**src/rtl/mdu_pkg.sv**
```systemverilog
// Shared types and constants for the multiply/divide unit.
package mdu_pkg;
  localparam int MDU_ITER = 32;

  typedef enum logic [1:0] {MULT = 2'b00, MULTU = 2'b01, DIV = 2'b10, DIVU = 2'b11} mdu_op_e;
  typedef enum logic [1:0] {IDLE = 2'b00, RUN = 2'b01, FIN = 2'b10} mdu_state_e;

  // Magnitude of v when sgn is set and v is negative, else v unchanged.
  function automatic logic [31:0] abs32(input logic [31:0] v, input logic sgn);
    return (sgn && v[31]) ? -v : v;
  endfunction
endpackage

```
**src/rtl/mul_div_unit_if.sv**
```systemverilog
// Request/result bundle between the pipeline and the multiply/divide unit.
interface mul_div_unit_if;
  import mdu_pkg::*;
  logic        start;
  mdu_op_e     op;
  logic [31:0] a, b;
  logic        hi_we, lo_we;
  logic [31:0] wdata;
  logic        busy, done;
  logic [31:0] hi, lo;

  modport master (output start, op, a, b, hi_we, lo_we, wdata, input busy, done, hi, lo);
  modport slave  (input start, op, a, b, hi_we, lo_we, wdata, output busy, done, hi, lo);
endinterface

```
**src/rtl/mdu_div_step.sv**
```systemverilog
// One restoring-division iteration: shift in the next dividend bit, trial-subtract the divisor.
module mdu_div_step (
  input  logic [31:0] i_rem,
  input  logic [31:0] i_quo,
  input  logic [31:0] i_dvs,
  output logic [31:0] o_rem,
  output logic [31:0] o_quo
);
  logic [32:0] w_shift, w_diff;

  assign w_shift = {i_rem, i_quo[31]};
  assign w_diff  = w_shift - {1'b0, i_dvs};
  // Bit 32 of the difference is the borrow: restore on borrow, else keep the difference.
  assign o_rem   = w_diff[32] ? w_shift[31:0] : w_diff[31:0];
  assign o_quo   = {i_quo[30:0], ~w_diff[32]};
endmodule

```
**src/rtl/mul_div_unit.sv**
```systemverilog
// Iterative 32-cycle MULT/MULTU/DIV/DIVU unit with architectural HI/LO and MTHI/MTLO path.
// Define MDU_DIV_EN to build the divider; otherwise DIV/DIVU complete at once with no effect.
module mul_div_unit
  import mdu_pkg::*;
(
  input  logic          clk,
  input  logic          reset,
  mul_div_unit_if.slave bus
);
  mdu_state_e  r_state, w_state_nxt;
  logic [4:0]  r_cnt;
  logic [31:0] r_b, r_ph, r_pl, r_hi, r_lo;
  logic        r_neg_q;
  logic        w_accept, w_sgn, w_last;
  logic [31:0] w_abs_a, w_abs_b, w_ph_n, w_pl_n, w_res_hi, w_res_lo;
  logic [32:0] w_madd;
  logic [63:0] w_prod;
`ifdef MDU_DIV_EN
  logic        r_is_div, r_dz, r_neg_r;
  logic [31:0] r_a, w_rem, w_quo;
`endif

  assign w_accept = bus.start && (r_state != RUN);
  assign w_sgn    = ~bus.op[0];
  assign w_last   = (r_cnt == 5'(MDU_ITER - 1));
  assign w_abs_a  = abs32(bus.a, w_sgn);
  assign w_abs_b  = abs32(bus.b, w_sgn);
  assign bus.hi   = r_hi;
  assign bus.lo   = r_lo;

  always_comb begin
    w_state_nxt = r_state;
    bus.busy    = 1'b0;
    bus.done    = 1'b0;
    case (r_state)
      IDLE, FIN: begin
        bus.done    = (r_state == FIN);
        w_state_nxt = IDLE;
        if (bus.start) begin
`ifdef MDU_DIV_EN
          w_state_nxt = RUN;
`else
          w_state_nxt = bus.op[1] ? FIN : RUN;
`endif
        end
      end
      RUN: begin
        bus.busy = 1'b1;
        if (w_last) w_state_nxt = FIN;
      end
      default: w_state_nxt = IDLE;
    endcase
  end

  // Shift-add multiply on magnitudes: {r_ph,r_pl} holds partial product and remaining multiplier.
  assign w_madd = {1'b0, r_ph} + (r_pl[0] ? {1'b0, r_b} : 33'd0);
  assign w_prod = {w_madd[32:1], w_madd[0], r_pl[31:1]};

`ifdef MDU_DIV_EN
  mdu_div_step u_div_step (
    .i_rem (r_ph),
    .i_quo (r_pl),
    .i_dvs (r_b),
    .o_rem (w_rem),
    .o_quo (w_quo)
  );

  always_comb begin
    w_ph_n               = w_prod[63:32];
    w_pl_n               = w_prod[31:0];
    {w_res_hi, w_res_lo} = r_neg_q ? -w_prod : w_prod;
    if (r_is_div) begin
      w_ph_n = w_rem;
      w_pl_n = w_quo;
      if (r_dz) begin
        w_res_hi = r_a;
        w_res_lo = '1;
      end else begin
        w_res_hi = r_neg_r ? -w_rem : w_rem;
        w_res_lo = r_neg_q ? -w_quo : w_quo;
      end
    end
  end
`else
  assign w_ph_n               = w_prod[63:32];
  assign w_pl_n               = w_prod[31:0];
  assign {w_res_hi, w_res_lo} = r_neg_q ? -w_prod : w_prod;
`endif

  always_ff @(posedge clk) begin
    if (reset) begin
      r_state <= IDLE;
      r_cnt   <= '0;
      r_hi    <= '0;
      r_lo    <= '0;
      r_b     <= '0;
      r_ph    <= '0;
      r_pl    <= '0;
      r_neg_q <= 1'b0;
`ifdef MDU_DIV_EN
      r_is_div <= 1'b0;
      r_dz     <= 1'b0;
      r_neg_r  <= 1'b0;
      r_a      <= '0;
`endif
    end else begin
      r_state <= w_state_nxt;
      if (w_accept) begin
        // MTHI/MTLO in the same cycle as an accepted start are dropped.
        r_cnt   <= '0;
        r_ph    <= '0;
        r_neg_q <= w_sgn & (bus.a[31] ^ bus.b[31]);
`ifdef MDU_DIV_EN
        r_is_div <= bus.op[1];
        r_dz     <= (bus.b == '0);
        r_neg_r  <= w_sgn & bus.a[31];
        r_a      <= bus.a;
        r_pl     <= bus.op[1] ? w_abs_a : w_abs_b;
        r_b      <= bus.op[1] ? w_abs_b : w_abs_a;
`else
        r_pl     <= w_abs_b;
        r_b      <= w_abs_a;
`endif
      end else if (r_state == RUN) begin
        r_cnt <= r_cnt + 5'd1;
        r_ph  <= w_ph_n;
        r_pl  <= w_pl_n;
        if (w_last) begin
          r_hi <= w_res_hi;
          r_lo <= w_res_lo;
        end
      end else begin
        if (bus.hi_we) r_hi <= bus.wdata;
        if (bus.lo_we) r_lo <= bus.wdata;
      end
    end
  end
endmodule

```
**src/flat_wrapper.sv**
```systemverilog
// flat-port wrapper written by rule: the top's interface ports become plain ports
module mul_div_unit_flat import mdu_pkg::*;
  (clk, reset, bus_start, bus_op, bus_a, bus_b, bus_hi_we, bus_lo_we, bus_wdata, bus_busy, bus_done, bus_hi, bus_lo);
  mul_div_unit_if bus_i ();
  input  logic clk;
  input  logic reset;
  input wire logic [$bits(bus_i.start)-1:0] bus_start;
  input wire logic [$bits(bus_i.op)-1:0] bus_op;
  input wire logic [$bits(bus_i.a)-1:0] bus_a;
  input wire logic [$bits(bus_i.b)-1:0] bus_b;
  input wire logic [$bits(bus_i.hi_we)-1:0] bus_hi_we;
  input wire logic [$bits(bus_i.lo_we)-1:0] bus_lo_we;
  input wire logic [$bits(bus_i.wdata)-1:0] bus_wdata;
  output wire logic [$bits(bus_i.busy)-1:0] bus_busy;
  output wire logic [$bits(bus_i.done)-1:0] bus_done;
  output wire logic [$bits(bus_i.hi)-1:0] bus_hi;
  output wire logic [$bits(bus_i.lo)-1:0] bus_lo;
  assign bus_i.start = bus_start;
  assign bus_i.op = bus_op;
  assign bus_i.a = bus_a;
  assign bus_i.b = bus_b;
  assign bus_i.hi_we = bus_hi_we;
  assign bus_i.lo_we = bus_lo_we;
  assign bus_i.wdata = bus_wdata;
  assign bus_busy = bus_i.busy;
  assign bus_done = bus_i.done;
  assign bus_hi = bus_i.hi;
  assign bus_lo = bus_i.lo;
  mul_div_unit u_core (.clk(clk), .reset(reset), .bus(bus_i));
endmodule
```
**config.mk**
```make
export PLATFORM = sky130hd
export DESIGN_NAME = mul_div_unit_flat
export DESIGN_NICKNAME = d
export VERILOG_FILES = /design/src/rtl/mdu_pkg.sv /design/src/rtl/mul_div_unit_if.sv /design/src/rtl/mdu_div_step.sv /design/src/rtl/mul_div_unit.sv /design/src/flat_wrapper.sv
export SDC_FILE = /design/constraint.sdc
export NUM_CORES = 1
export LEC_CHECK = 0
export CORE_AREA = 2 2 201 163
export CTS_CLUSTER_SIZE = 12
export DETAILED_ROUTE_END_ITERATION = 6
export DIE_AREA = 0 0 203 165
export PLACE_DENSITY = 0.65
export SLEW_MARGIN = 20
export SYNTH_ARGS = -nofsm -noshare
export SYNTH_HDL_FRONTEND = slang
export SYNTH_HIERARCHICAL = 1
export SYNTH_SLANG_ARGS = --single-unit
```
**constraint.sdc**
```tcl
create_clock -name clk -period 9.5 [get_ports clk]
set_input_delay 1.9 -clock clk [delete_from_list [all_inputs] [get_ports clk]]
set_output_delay 1.9 -clock clk [all_outputs]
set_load 0.02 [all_outputs]
```
==> results.cfg <==
[outcome]
status = completed

[sta]
slew_viol_final = 0
worst_slack_ps = 4330
rsz0062_at_grt = no
period_share_pct = 54.4
fin_crit_ps = 5170
relSlewSlack_pct = 34.3
fmax_mhz = 193
whs_ps = 463
hold_violations = 0
worstMarginPinSlew_ps = 979
fin_tns_setup_ps = 0
skew_ps = 14.4
final-setup-viol-count = 0

[die]
fp.dieW_um = 203
die-area_um2 = 33500
core_area_um2 = 31300
fp.dieH_um = 165
start_util_pct = 36.8
fp-row-count = 58
ios = 169

[hold_path]
min_path_type = flop to flop
hold_end = u_core/bus.hi[14]
holdPathStages = 2
hold_start = u_core/bus.hi[14]

[worst_setup_path]
critPathMaxStageDelay_ps = 930
r2r_cells = 15
cp_cell_sequence = and2_1, ha_1, inv_1, fa_1, nand2b_1, a211oi_1, o211ai_1, a21oi_1, nor3_1, buf_4, or3_1, nor4_2, nand4_1, a211o_1, a211oi_2
setup.worst_path.class = flop to flop
reg2reg_slack_ps = 4330
crit_family = simple AND/OR/NAND/NOR gates
rr_startpoint = u_core/r_pl[0]
r2r-end = u_core/bus.hi[31]
crit_arrival_ps = 5550
cp_slowest_cell = dfxtp_1
worst_setup_path_end_kind = flop
cp_num_buf_inv = 2
start_kind = flop
required_ps = 9870
path_max_fanout = 33

[logic_synthesis]
synthTopCellsByArea = dfxtp_1 29%, a21oi_1 8.0%, nor2_1 7.7%
async_flop_share_pct = 0
synth_mux_area_share_pct = 0.804
synth_top_cell_by_area = dfxtp_1
ys.flop_type = dfxtp_1
netlist_instances = 1560
synth_top_area_share_pct = 29.2
syn_area_um2 = 11500
yosys.area_share.simple_pct = 23.8
synth-compound-area-share_pct = 27.9
yosys_warnings = 6
synth_edf_count = 0
synth_top_family_by_area = compound AO/OA/AOI/OAI gates
synthDistinctLibCells = 69
synth-seq-area-share_pct = 29.2
yosys.area_share.adder_pct = 4.19
ys_ff_latch = 168
avgSynthCellArea_um2 = 7.38
synth_nets = 1701
synth_xor_area_share_pct = 9.74

[pwr]
power.leakage_uw = 0.00503
p_clk_share_pct = 37.9
irDropWorstVdd_v = 0.000117
comb_power_share_pct = 21.1
cellInternalPower_uw = 1320
switching_share_pct = 31.3
power_frac_seq_pct = 41.0
p_switching_uw = 600
power_density_nw_per_um2 = 137

[clocking]
clk_pin_slew_ps = 70
post_cts_buffers = 0
cts-buffers-inserted = 17
clk_latency_ps = 450
cts_resized = 0
cts_buffer_depth = 2
ctsHoldBuffers = 0
cts_tree = yes
htree_levels = 4
root_buffer = clkbuf_16
clock-sinks = 168

[grt]
grt_pass1_wl_mm = 59.2
grt_start_max_net_pins = 90
first_global_vias = 10804
antenna_found_initial = 0
grt_overflow = 0
track_usage_pct = 22.4

[finish]
final_nets = 1788
layout-drive-gt1-share_pct = 4.46
utilization_pct = 44.8
layout_common_cells = 236 x nor2_1, 183 x a21oi_1, 168 x dfxtp_1
nFillCells = 3171
final_common_cell = nor2_1
area.growth.synth_to_final_pct = 21.7
diodes = 0

[detailed_routing]
avgViaCountPerCell = 5.65
drc = 0
ant_nets = 0
drt-total-wl_mm = 38.2
wl_per_cell_um = 18.4
dr.pass1.iters = 5
drt-initial-drc-count = 1070
vias = 11743

[placement]
portBuffers = 168
post-place-ws_ps = 4160
dp.final_hpwl_mm = 28.6
gp_congestion = 0.918

[job]
cap_violations = 0
-- worst max path at each step --
| stage | from | endpoint | slack, ps | cells past startpoint |
|---|---|---|---|---|
| after floorplan | bus_b[0] | u_core/r_pl[27] | 5150 | 10 |
| after global placement | bus_b[0] | u_core/r_pl[27] | 4220 | 11 |
| after detailed placement | bus_b[0] | u_core/r_pl[27] | 4160 | 11 |
| after CTS | u_core/r_pl[0] | u_core/bus.hi[31] | 4430 | 15 |
| after global routing | u_core/r_pl[0] | u_core/bus.hi[24] | 3850 | 15 |
| final | u_core/r_pl[0] | u_core/bus.hi[31] | 4330 | 15 |
-- registers in the layout, indices dropped and copies added (netlist names) --
signal,count
u_core/bus.hi,32
u_core/bus.lo,32
u_core/r_b,32
u_core/r_cnt,5
u_core/r_neg_q,1
u_core/r_ph,32
u_core/r_pl,32
u_core/r_state,2
-- layout make-up --
type | count | area, um2 | share of cell area, %
Multi-Input combinational cell | 1259 | 7690 | 54.9
Inverter | 23 | 88.8 | 0.634
Tap cell | 420 | 526 | 3.75
Timing Repair Buffer | 178 | 1750 | 12.5
Sequential cell | 168 | 3360 | 24.0
Clock inverter | 13 | 143 | 1.02
Clock buffer | 19 | 453 | 3.23
-- Yosys cell counts (all sizes together), types with 3 or more instances --
master     n
a2111oi    3
a211o      9
a211oi   103
a21boi     3
a21o      18
a21oi    186
a221oi     4
a311o      4
a311oi    14
a31oi     11
a41oi      3
and2      40
and3       9
buf        8
clkbuf   102
dfxtp    168
ha        37
inv       23
mux2i      7
nand2    148
nand2b    14
nand3     16
nand3b     7
nand4     16
nor2     237
nor2b      5
nor3      33
nor4       9
o211ai     8
o21a      12
o21ai     59
o21bai     4
o221ai     4
o31ai     22
o41ai     16
or2       10
or3       23
or4       14
xnor2     55
xor2      73
-- kinds of logic after synthesis --
| logic type | after synthesis |
|---|---|
| buffers and inverters | 133 |
| and+or+nand+nor | 588 |
| AOI/OAI and AO/OA | 496 |
| muxes | 9 |
| adders and majority gates | 38 |
| DFF | 168 |
| xor gates and xnor gates | 128 |
-- per-stage QoR --
step	power, uW	area [um2]	std cells
finish	1920	14000	2080
global route	2000	14000	2080
floorplan	1040	11500	1560
global placement	1200	13400	2048
detailed placement	1200	13400	2048
CTS	1930	14000	2080
-- tightest hold or removal path, cell delays in order, from the launching register on --
cell and delay [ps]:
dfxtp_1 320, nand2_1 50, a21oi_1 50
-- power by group through the flow --
stage | combinational [uW] | sequential [uW] | clock (uW)
2_1_floorplan | 232 | 806 | 0
3_3_place_gp | 397 | 801 | 0
3_5_place_dp | 400 | 802 | 0
4_1_cts | 402 | 786 | 741
5_1_grt | 442 | 792 | 763
6_report | 404 | 786 | 726
-- metal layers --
| metal | global-route usage [%] | part of all wire, % | vias to the layer above |
|---|---|---|---|
| met4 | 7.70 | 2.4 | 0 |
| met3 | 3.22 | 5.0 | 56 |
| met1 | 31.0 | 47 | 5533 |
| met5 | 0 | 0 | - |
| li1 | - | - | 5811 |
| met2 | 35.8 | 45 | 343 |
Note: power is estimated with default switching activity, not from simulation.
